### config.mk
export PLATFORM = sky130hd
export DESIGN_NAME = l2_cache_control_nway_flat
export DESIGN_NICKNAME = d
export VERILOG_FILES = /design/src/rtl/l2_cache_control_nway_if.sv /design/src/rtl/l2_cache_control_nway.sv /design/src/flat_wrapper.sv
export SDC_FILE = /design/constraint.sdc
export NUM_CORES = 1
export LEC_CHECK = 0
export BUFFER_PORTS_ARGS = -buffer_cell sky130_fd_sc_hd__buf_2
export CAP_MARGIN = 20
export CORE_MARGIN = 2
export CORE_UTILIZATION = 30
export CTS_CLUSTER_DIAMETER = 80
export DETAILED_ROUTE_END_ITERATION = 7
export HOLD_SLACK_MARGIN = 0.15
export SLEW_MARGIN = 0
export SYNTH_ARGS = -nofsm -noshare
export SYNTH_HDL_FRONTEND = slang
export SYNTH_SLANG_ARGS = --single-unit
### constraint.sdc
create_clock -name clk -period 5.5 [get_ports clk]
set_input_delay 1.1 -clock clk [delete_from_list [all_inputs] [get_ports clk]]
set_output_delay 1.1 -clock clk [all_outputs]
set_load 0.02 [all_outputs]
### src/rtl/l2_cache_control_nway_if.sv
// Request, array-control, pmem and statistics signals of the N-way L2 controller.
// The master side drives requests and array lookup results; the slave side is the controller.
interface l2_cache_control_nway_if #(
    parameter int WAYS    = 4,
    parameter int WAY_W   = $clog2(WAYS),
    parameter int COUNT_W = 32
);
    // L1-side request port
    logic               l2cmem_read;
    logic               l2cmem_write;
    logic               l2cmem_resp;

    // Tag/data array lookup results
    logic               hit;
    logic [WAYS-1:0]    which_way_hit;
    logic [WAY_W-1:0]   lru_way;
    logic               dirty_bit_out;

    // Array write controls and datapath mux selects
    logic               cache_write;
    logic               valid_bit_in;
    logic               dirty_bit_in;
    logic               dirty_write_sel;
    logic [WAY_W-1:0]   way_select;
    logic               lru_update;

    // Physical memory handshake
    logic               ewb_blocking;
    logic               pmem_resp;
    logic               pmem_addr_sel;
    logic               pmem_read;
    logic               pmem_write;

    // Statistics
    logic               counter_clear;
    logic [COUNT_W-1:0] hit_count;
    logic [COUNT_W-1:0] miss_count;
    logic [COUNT_W-1:0] wb_count;
    logic               multi_hit_err;

    modport master (
        output l2cmem_read, l2cmem_write, hit, which_way_hit, lru_way, dirty_bit_out,
               ewb_blocking, pmem_resp, counter_clear,
        input  l2cmem_resp, cache_write, valid_bit_in, dirty_bit_in, dirty_write_sel,
               way_select, pmem_addr_sel, pmem_read, pmem_write, lru_update,
               hit_count, miss_count, wb_count, multi_hit_err
    );

    modport slave (
        input  l2cmem_read, l2cmem_write, hit, which_way_hit, lru_way, dirty_bit_out,
               ewb_blocking, pmem_resp, counter_clear,
        output l2cmem_resp, cache_write, valid_bit_in, dirty_bit_in, dirty_write_sel,
               way_select, pmem_addr_sel, pmem_read, pmem_write, lru_update,
               hit_count, miss_count, wb_count, multi_hit_err
    );
endinterface

### src/rtl/l2_cache_control_nway.sv
// N-way set-associative write-back/write-allocate L2 controller FSM with
// configurable array latency, eviction-buffer stall, saturating statistics
// counters and a sticky multi-hit error flag.
module l2_cache_control_nway #(
    parameter int WAYS         = 4,
    parameter int WAY_W        = $clog2(WAYS),
    parameter int ACCESS_DELAY = 2,
    parameter int COUNT_W      = 32
) (
    input  logic                  clk,
    input  logic                  rst,
    l2_cache_control_nway_if.slave bus
);
    typedef enum logic [2:0] {IDLE, LOOKUP, CHECK, RESP, WB, FILL, UPDATE} state_t;

    // LOOKUP lasts ACCESS_DELAY cycles, so the down-counter starts one below it.
    localparam int               DELAY_LOAD_I = (ACCESS_DELAY > 0) ? ACCESS_DELAY - 1 : 0;
    localparam logic [2:0]       DELAY_LOAD   = DELAY_LOAD_I[2:0];
    localparam logic [COUNT_W-1:0] CNT_MAX    = '1;

    state_t             r_state, w_state_next;
    logic [2:0]         r_delay;
    logic               r_missed;
    logic               r_wb_active;
    logic [WAY_W-1:0]   r_resp_way;
    logic               r_multi_hit_err;

    logic [WAY_W-1:0]   w_hit_way;
    logic               w_hit_bad;
    logic               w_req_write;
    logic               w_resp, w_cache_write, w_valid_in, w_dirty_in, w_dirty_sel;
    logic [WAY_W-1:0]   w_way;
    logic               w_addr_sel, w_pmem_read, w_pmem_write, w_lru_update;
    logic [2:0]         w_inc;

    // A simultaneous read and write is handled as a write.
    assign w_req_write = bus.l2cmem_write;
    assign w_hit_bad   = (bus.which_way_hit == '0) ||
                         ((bus.which_way_hit & (bus.which_way_hit - WAYS'(1))) != '0);

    // Lowest set bit of the hit vector picks the way, so a malformed vector still resolves deterministically.
    always_comb begin
        w_hit_way = '0;
        for (int i = WAYS - 1; i >= 0; i--) begin
            if (bus.which_way_hit[i]) w_hit_way = WAY_W'(i);
        end
    end

    // Next-state and output decode; everything idles at zero.
    always_comb begin
        w_state_next  = r_state;
        w_resp        = 1'b0;
        w_cache_write = 1'b0;
        w_valid_in    = 1'b0;
        w_dirty_in    = 1'b0;
        w_dirty_sel   = 1'b0;
        w_way         = '0;
        w_addr_sel    = 1'b0;
        w_pmem_read   = 1'b0;
        w_pmem_write  = 1'b0;
        w_lru_update  = 1'b0;
        w_inc         = 3'b000;   // {writeback, miss, hit}
        case (r_state)
            IDLE: begin
                if (bus.l2cmem_read || bus.l2cmem_write) begin
                    if (ACCESS_DELAY == 0) w_state_next = CHECK;
                    else                   w_state_next = LOOKUP;
                end
            end
            LOOKUP: begin
                w_way = bus.lru_way;
                if (r_delay == 3'd0) w_state_next = CHECK;
            end
            CHECK: begin
                if (!bus.ewb_blocking) begin
                    if (bus.hit) begin
                        w_way = w_hit_way;
                        if (w_req_write) begin
                            w_cache_write = 1'b1;
                            w_valid_in    = 1'b1;
                            w_dirty_in    = 1'b1;
                            w_dirty_sel   = 1'b1;
                        end
                        // A hit after a refill completes a miss, so it is not a hit statistic.
                        w_inc[0]     = !r_missed;
                        w_state_next = RESP;
                    end else begin
                        w_inc[1] = 1'b1;
                        if (bus.dirty_bit_out) w_state_next = WB;
                        else                   w_state_next = FILL;
                    end
                end
            end
            RESP: begin
                w_resp       = 1'b1;
                w_lru_update = 1'b1;
                w_way        = r_resp_way;
                w_state_next = IDLE;
            end
            WB: begin
                w_way        = bus.lru_way;
                w_addr_sel   = 1'b1;
                // Once the write has started it must not drop if the buffer fills mid-transfer.
                w_pmem_write = !bus.ewb_blocking || r_wb_active;
                if (bus.pmem_resp) begin
                    w_inc[2]     = 1'b1;
                    w_state_next = FILL;
                end
            end
            FILL: begin
                w_pmem_read = 1'b1;
                if (bus.pmem_resp) w_state_next = UPDATE;
            end
            UPDATE: begin
                w_way         = bus.lru_way;
                w_cache_write = 1'b1;
                w_valid_in    = 1'b1;
                if (ACCESS_DELAY == 0) w_state_next = CHECK;
                else                   w_state_next = LOOKUP;
            end
            default: w_state_next = IDLE;
        endcase
    end

    // State register plus the bookkeeping that travels with it.
    always_ff @(posedge clk) begin
        if (rst) begin
            r_state         <= IDLE;
            r_delay         <= 3'd0;
            r_missed        <= 1'b0;
            r_wb_active     <= 1'b0;
            r_resp_way      <= '0;
            r_multi_hit_err <= 1'b0;
        end else begin
            r_state <= w_state_next;
            if (w_state_next == LOOKUP && r_state != LOOKUP) r_delay <= DELAY_LOAD;
            else if (r_state == LOOKUP && r_delay != 3'd0)   r_delay <= r_delay - 3'd1;
            if (r_state == RESP)  r_missed <= 1'b0;
            else if (w_inc[1])    r_missed <= 1'b1;
            r_wb_active <= (r_state == WB) && w_pmem_write && !bus.pmem_resp;
            if (r_state == CHECK && w_state_next == RESP) r_resp_way <= w_hit_way;
            if (r_state == CHECK && bus.hit && w_hit_bad)  r_multi_hit_err <= 1'b1;
        end
    end

    genvar gi;
    generate
        for (gi = 0; gi < 3; gi++) begin : g_cnt
            logic [COUNT_W-1:0] r_cnt;
            // Saturating event counter; clear takes priority over a same-cycle increment.
            always_ff @(posedge clk) begin
                if (rst || bus.counter_clear)           r_cnt <= '0;
                else if (w_inc[gi] && r_cnt != CNT_MAX) r_cnt <= r_cnt + COUNT_W'(1);
            end
        end
    endgenerate

    assign bus.l2cmem_resp     = w_resp;
    assign bus.cache_write     = w_cache_write;
    assign bus.valid_bit_in    = w_valid_in;
    assign bus.dirty_bit_in    = w_dirty_in;
    assign bus.dirty_write_sel = w_dirty_sel;
    assign bus.way_select      = w_way;
    assign bus.pmem_addr_sel   = w_addr_sel;
    assign bus.pmem_read       = w_pmem_read;
    assign bus.pmem_write      = w_pmem_write;
    assign bus.lru_update      = w_lru_update;
    assign bus.hit_count       = g_cnt[0].r_cnt;
    assign bus.miss_count      = g_cnt[1].r_cnt;
    assign bus.wb_count        = g_cnt[2].r_cnt;
    assign bus.multi_hit_err   = r_multi_hit_err;
endmodule

### src/flat_wrapper.sv
// flat-port wrapper written by rule: the top's interface ports become plain ports
module l2_cache_control_nway_flat 
#(
    parameter int WAYS         = 4,
    parameter int WAY_W        = $clog2(WAYS),
    parameter int ACCESS_DELAY = 2,
    parameter int COUNT_W      = 32
)
  (clk, rst, bus_l2cmem_read, bus_l2cmem_write, bus_hit, bus_which_way_hit, bus_lru_way, bus_dirty_bit_out, bus_ewb_blocking, bus_pmem_resp, bus_counter_clear, bus_l2cmem_resp, bus_cache_write, bus_valid_bit_in, bus_dirty_bit_in, bus_dirty_write_sel, bus_way_select, bus_pmem_addr_sel, bus_pmem_read, bus_pmem_write, bus_lru_update, bus_hit_count, bus_miss_count, bus_wb_count, bus_multi_hit_err);
  l2_cache_control_nway_if #(.WAYS(WAYS), .WAY_W(WAY_W), .COUNT_W(COUNT_W)) bus_i ();
  input  logic clk;
  input  logic rst;
  input wire logic [$bits(bus_i.l2cmem_read)-1:0] bus_l2cmem_read;
  input wire logic [$bits(bus_i.l2cmem_write)-1:0] bus_l2cmem_write;
  input wire logic [$bits(bus_i.hit)-1:0] bus_hit;
  input wire logic [$bits(bus_i.which_way_hit)-1:0] bus_which_way_hit;
  input wire logic [$bits(bus_i.lru_way)-1:0] bus_lru_way;
  input wire logic [$bits(bus_i.dirty_bit_out)-1:0] bus_dirty_bit_out;
  input wire logic [$bits(bus_i.ewb_blocking)-1:0] bus_ewb_blocking;
  input wire logic [$bits(bus_i.pmem_resp)-1:0] bus_pmem_resp;
  input wire logic [$bits(bus_i.counter_clear)-1:0] bus_counter_clear;
  output wire logic [$bits(bus_i.l2cmem_resp)-1:0] bus_l2cmem_resp;
  output wire logic [$bits(bus_i.cache_write)-1:0] bus_cache_write;
  output wire logic [$bits(bus_i.valid_bit_in)-1:0] bus_valid_bit_in;
  output wire logic [$bits(bus_i.dirty_bit_in)-1:0] bus_dirty_bit_in;
  output wire logic [$bits(bus_i.dirty_write_sel)-1:0] bus_dirty_write_sel;
  output wire logic [$bits(bus_i.way_select)-1:0] bus_way_select;
  output wire logic [$bits(bus_i.pmem_addr_sel)-1:0] bus_pmem_addr_sel;
  output wire logic [$bits(bus_i.pmem_read)-1:0] bus_pmem_read;
  output wire logic [$bits(bus_i.pmem_write)-1:0] bus_pmem_write;
  output wire logic [$bits(bus_i.lru_update)-1:0] bus_lru_update;
  output wire logic [$bits(bus_i.hit_count)-1:0] bus_hit_count;
  output wire logic [$bits(bus_i.miss_count)-1:0] bus_miss_count;
  output wire logic [$bits(bus_i.wb_count)-1:0] bus_wb_count;
  output wire logic [$bits(bus_i.multi_hit_err)-1:0] bus_multi_hit_err;
  assign bus_i.l2cmem_read = bus_l2cmem_read;
  assign bus_i.l2cmem_write = bus_l2cmem_write;
  assign bus_i.hit = bus_hit;
  assign bus_i.which_way_hit = bus_which_way_hit;
  assign bus_i.lru_way = bus_lru_way;
  assign bus_i.dirty_bit_out = bus_dirty_bit_out;
  assign bus_i.ewb_blocking = bus_ewb_blocking;
  assign bus_i.pmem_resp = bus_pmem_resp;
  assign bus_i.counter_clear = bus_counter_clear;
  assign bus_l2cmem_resp = bus_i.l2cmem_resp;
  assign bus_cache_write = bus_i.cache_write;
  assign bus_valid_bit_in = bus_i.valid_bit_in;
  assign bus_dirty_bit_in = bus_i.dirty_bit_in;
  assign bus_dirty_write_sel = bus_i.dirty_write_sel;
  assign bus_way_select = bus_i.way_select;
  assign bus_pmem_addr_sel = bus_i.pmem_addr_sel;
  assign bus_pmem_read = bus_i.pmem_read;
  assign bus_pmem_write = bus_i.pmem_write;
  assign bus_lru_update = bus_i.lru_update;
  assign bus_hit_count = bus_i.hit_count;
  assign bus_miss_count = bus_i.miss_count;
  assign bus_wb_count = bus_i.wb_count;
  assign bus_multi_hit_err = bus_i.multi_hit_err;
  l2_cache_control_nway #(.WAYS(WAYS), .WAY_W(WAY_W), .ACCESS_DELAY(ACCESS_DELAY), .COUNT_W(COUNT_W)) u_core (.clk(clk), .rst(rst), .bus(bus_i));
endmodule
### Yosys cells after proc, flatten, opt, wreduce, memory -nomap -nowiden

Index checks and enable logic that the tools add are counted.

| word-level totals | value |
|---|---|
| output and inout port bits | 108 |
| register bits | 107 |
| word-level logic and storage cells | 86 |

| operators by class | value |
|---|---|
| reductions and logical operators | 26 |
| multiplexer cells | 32 |
| eq/ne operators | 12 |
| $add $sub $neg | 5 |
| bitwise operators | 1 |

Operators with widths:

| cell | number |
|---|---|
| 32-bit by 1-bit adder with 32-bit output, second input constant | 3 |
| 32-bit != test, second input constant | 3 |
| 3-bit two-way mux | 6 |
| 3-bit case mux with 6 select lines | 1 |
| 2-bit two-way mux | 8 |
| 1-bit two-way mux | 15 |
| 1-bit logical AND | 10 |
| 3-bit by 2-bit equality test with 1-bit output, second input constant | 3 |
| 3-bit equality test, second input constant | 3 |
| 3-bit by 1-bit equality test with 1-bit output, second input constant | 2 |
| 3-bit zero test | 2 |
| 2-bit case mux with 3 select lines | 1 |
| 4-bit bitwise AND | 1 |
| 4-bit zero test | 1 |
| 1-bit logical OR | 4 |
| 4-bit nonzero test | 1 |
| 2-bit OR reduction | 2 |
| 4-bit by 1-bit subtractor with 4-bit output, second input constant | 1 |
| 1-bit zero test | 3 |
| 3-bit by 1-bit != test with 1-bit output, second input constant | 1 |
| 3-bit nonzero test | 1 |
| 3-bit OR reduction | 1 |
| 3-bit by 1-bit subtractor with 3-bit output, second input constant | 1 |
| 1-bit case mux with 2 select lines | 1 |
| 2-bit nonzero test | 1 |

### Depth between registers and ports, before layout

| depth | value |
|---|---|
| depth after elaboration | 7 |
| mapped depth | 9 |
| depth with buffers taken out | 7 |

### Worst setup path before layout

No wires, ideal clock.

| path | value |
|---|---|
| path type | input port to output port |
| start point | in bus_ewb_blocking |
| end point | out bus_valid_bit_in |
| slack | 2241 ps |
| data required time | 4400 ps |
| stages | 5 |
| data arrival time | 2159 ps |
| cell sequence | inv_1 nand3_1 nor2_1 o211a_1 buf_4 |

| on the way | value |
|---|---|
| cells in the longest elaborated chain, start to end | 2 |

Ends and longest elaborated chain:

| what | line | RTL |
|---|---|---|
| start: declaration | flat_wrapper.sv:19 | `input wire logic [$bits(bus_i.ewb_blocking)-1:0] bus_ewb_blocking;` |
| 1-bit two-way mux | -- |  |
| 1-bit case mux with 2 select lines | -- |  |
| end: declaration | flat_wrapper.sv:24 | `output wire logic [$bits(bus_i.valid_bit_in)-1:0] bus_valid_bit_in;` |

No other way between the ends.

### Worst setup path in the final report

| path | value |
|---|---|
| start point | reg u_core.r_state[1] |
| end point | out bus_way_select[1] |

| on the way | value |
|---|---|
| cells in the longest elaborated chain, start to end | 3 |
| elaborated cells between the ends (all ways) | 7 |
| those cells by class | eq/ne (5); mux (1); reduce/logical (1) |

Ends and longest elaborated chain:

| what | line | RTL |
|---|---|---|
| start: declaration | l2_cache_control_nway.sv:21 | `state_t r_state, w_state_next;` |
| start signal: assignment | l2_cache_control_nway.sv:135 | `r_state <= w_state_next;` |
| 3-bit equality test / 3-bit by 1-bit equality test with 1-bit output (equally long branches) | l2_cache_control_nway.sv:63 | `case (r_state)` |
| 3-bit OR reduction (no source line) | -- |  |
| 2-bit case mux with 3 select lines * | l2_cache_control_nway.sv:63 |  |
| end: declaration | flat_wrapper.sv:27 | `output wire logic [$bits(bus_i.way_select)-1:0] bus_way_select;` |

Mark *: on every way between the ends. The rest lies on a longest branch, timed or not.

==> reports/summary.txt <==
antenna-violating nets left - 0
Max clock buf depth - 2
synth-to-layout area growth - 18.2%
total number of placement rows - 50
Residual DRC - 0
worst min-delay path class - register to register
routed length per placed instance - 15.2 um
Cells after Synth - 693
first-pass GRT wire length - 25300 um
number of synthesized flops with an enable pin - 0
CP max FO - 16
status - complete, no violations
Root Driver - clkbuf_16
Tmin final - 3750 ps
register area - 0.00214 mm^2
GRT overflow - 0
total track usage - 15.6%
r2r worst-path depth - 5
drt total wl - 15600 um
Initial DRC Count - 320
final setup fails - 0
Worst Clk Skew - 15.1 ps
FF+latch count, synth - 107
Power Density - 232 mW/mm^2
die area - 0.0199 mm^2
sequential share of the synthesized area - 38.1%
crit path capture type - output pin
total setup buffers inserted after CTS - 0
post-synth cell types - 53
Die Width - 141 um
H-tree Lvls - 3
vias in the first global route - 4860
Buffers on Ports - 122
FMAX - 0.266 GHz
WP data required - 4400 ps
Final nets - 808
clk sinks - 107
cts repair resizes - 0
vias - 5591
gpl congestion - 0.768
Multi-input gate area - 0.00323 mm^2
CTS tree - built
RSZ-0062 raised after global routing - false
syn_nets - 713
I/O pins - 123
hold path depth - 2
total core area - 0.0186 mm^2
largest net degree at the start of global routing - 47
Worst Tran Pin Value - 984 ps
Reg clk slew, reported paths - 70 ps
Peak VDD IR - 145 uV
number of diodes - 0
yosys warns - 0
Max-Cap Viols - 0
Fin. Hold Viols - 0
Data arrival, critical path - 2650 ps
ys flop type - dfxtp_1
hold_buf cts - 0
number of fill cells - 1976
P_leak - 2.35 nW
Final Cycle Share - 68.2%
worst slack, placed - 2080 ps
syn_area_per_cell - 8.12 um^2
fin worst setup slack - 1750 ps
Initial Util - 30.3%
hpwl dp - 11200 um
initial antenna violation count - 0
CP Launch Type - register
WS Path Type - register to output pin
asr flop ratio synth - 0%
Clk Latency, worst-skew pair - 360 ps
Die Y-Extent - 141 um
Rel. slew slack - 34.4%
drt first pass iters - 5
Final Slew Violations - 0
CTS Buf Count - 9
mapped cell area - 0.00563 mm^2
Vias per Instance - 5.44
setup TNS - 0 ps
layout cell share with drive strength beyond 1 - 19.4%
cell usage after synthesis (3+ instances only):
library cell	instances	area [um^2]
or2_2	5	31.3
o211ai_1	4	30.0
nor3b_1	4	30.0
dfxtp_1	107	2140
or3_1	38	238
a21oi_1	68	340
nor4b_1	3	26.3
nand3_1	40	200
o21ai_0	31	155
a211oi_1	4	30.0
nor2_1	46	173
a2111oi_0	3	26.3
xnor2_1	14	123
nand4_1	30	188
mux2i_1	13	130
nand2b_1	4	25.0
a31oi_1	5	31.3
or4_1	33	248
o21a_1	6	45.0
and4_1	12	105
nor4_1	14	87.6
nor3_1	6	30.0
xor2_1	3	26.3
a21o_1	3	22.5
o31ai_1	35	263
nand2_1	51	191
buf_4	3	22.5
o31a_1	3	26.3
ha_1	5	62.6
and2_1	6	37.5
clkbuf_1	28	105
and3_1	10	62.6
buf_2	10	50.1
a311oi_1	3	26.3
inv_1	20	75.1
layout by cell type (no fill, tap or decap), types with 3 or more instances in the layout:
| master | synthesis | layout |
|---|---|---|
| a2111oi_0 | 3 | 3 |
| a211oi_1 | 4 | 4 |
| a21o_1 | 3 | 3 |
| a21oi_1 | 68 | 68 |
| a311oi_1 | 3 | 3 |
| a31oi_1 | 5 | 5 |
| and2_1 | 6 | 6 |
| and3_1 | 10 | 10 |
| and4_1 | 12 | 12 |
| buf_2 | 10 | 122 |
| buf_4 | 3 | 5 |
| clkbuf_16 | 0 | 9 |
| clkinv_2 | 0 | 3 |
| dfxtp_1 | 107 | 107 |
| ha_1 | 5 | 5 |
| inv_1 | 20 | 20 |
| mux2i_1 | 13 | 13 |
| nand2_1 | 51 | 51 |
| nand2b_1 | 4 | 4 |
| nand3_1 | 40 | 40 |
| nand4_1 | 30 | 30 |
| nor2_1 | 46 | 45 |
| nor3_1 | 6 | 6 |
| nor3b_1 | 4 | 4 |
| nor4_1 | 14 | 14 |
| nor4b_1 | 3 | 3 |
| o211ai_1 | 4 | 4 |
| o21a_1 | 6 | 6 |
| o21ai_0 | 31 | 31 |
| o31a_1 | 3 | 3 |
| o31ai_1 | 35 | 35 |
| or2_2 | 5 | 5 |
| or3_1 | 38 | 38 |
| or4_1 | 33 | 33 |
| xnor2_1 | 14 | 14 |
| xor2_1 | 3 | 3 |
cell families (layout without fill, tap and decap cells):
| family | count (synthesis) | in the layout | share of synthesized area, % |
|---|---|---|---|
| AOI/OAI and AO/OA | 174 | 174 | 19.2 |
| xor gates and xnor gates | 17 | 17 | 2.65 |
| adders and majority gates | 5 | 5 | 1.11 |
| buffers and inverters | 63 | 163 | 4.76 |
| DFF | 107 | 107 | 38.1 |
| muxes | 13 | 13 | 2.31 |
| and+or+nand+nor | 314 | 314 | 31.9 |
sequential cells by signal, indices dropped and copies added (netlist names):
signal	flops
u_core.bus.hit_count	32
u_core.bus.miss_count	32
u_core.bus.wb_count	32
u_core.r_delay	3
u_core.r_state	3
u_core.r_resp_way	2
u_core.bus.multi_hit_err	1
u_core.r_missed	1
u_core.r_wb_active	1
worst max-delay path, cell delays in order (launching register included):
cell and delay (ps):
dfxtp_1 650, nor3b_1 530, nand3_1 250, or4_1 540, o311ai_0 100, buf_2 220
power by group:
group	switching, mW	total, mW	internal, mW
Sequential	0.0198	0.804	0.784
Clock	0.308	0.616	0.308
Combinational	0.0748	0.122	0.0474
Total	0.403	1.54	1.14
path summary, 6_finish.rpt:
path	from	end	slack, ps
hold reg to reg	u_core.bus.multi_hit_err$_SDFFE_PP0P_	u_core.bus.multi_hit_err$_SDFFE_PP0P_	450
hold / removal	u_core.bus.multi_hit_err$_SDFFE_PP0P_	u_core.bus.multi_hit_err$_SDFFE_PP0P_	450
setup reg to reg	u_core.r_state[1]$_SDFF_PP0_	u_core.bus.miss_count[15]$_SDFFE_PP0P_	2570
setup / recovery	u_core.r_state[1]$_SDFF_PP0_	bus_way_select[1]	1750
per-stage QoR:
stage / total power [mW] / cell area (um^2) / std cells / hold WS [ps] / utilization, %
floorplan: 0.909 / 5630 / 693 / 436 / -
global placement: 0.945 / 6390 / 1011 / 440 / 34.4
detailed placement: 0.946 / 6390 / 1011 / 446 / 34.4
CTS: 1.57 / 6660 / 1027 / 456 / 35.8
global route: 1.62 / 6660 / 1027 / 474 / 35.8
finish: 1.54 / 6660 / 1027 / 452 / 35.8
per-layer routing:
metal	global-route usage (%)	up-vias	wire length, um
met1	21.7	2622	7690
li1	-	2830	-
met4	6.00	0	289
met3	2.79	22	629
met5	0	-	0
met2	24.0	117	7000
final cells by class:
type | instances | area share (%)
clock buffer | 10 | 3.44
clock inverter | 6 | 0.602
inverter | 20 | 1.13
multi-input combinational | 523 | 48.5
sequential | 107 | 32.2
tap | 234 | 4.40
timing repair buffer | 127 | 9.74
No activity file was read; power rests on OpenSTA's default activity.
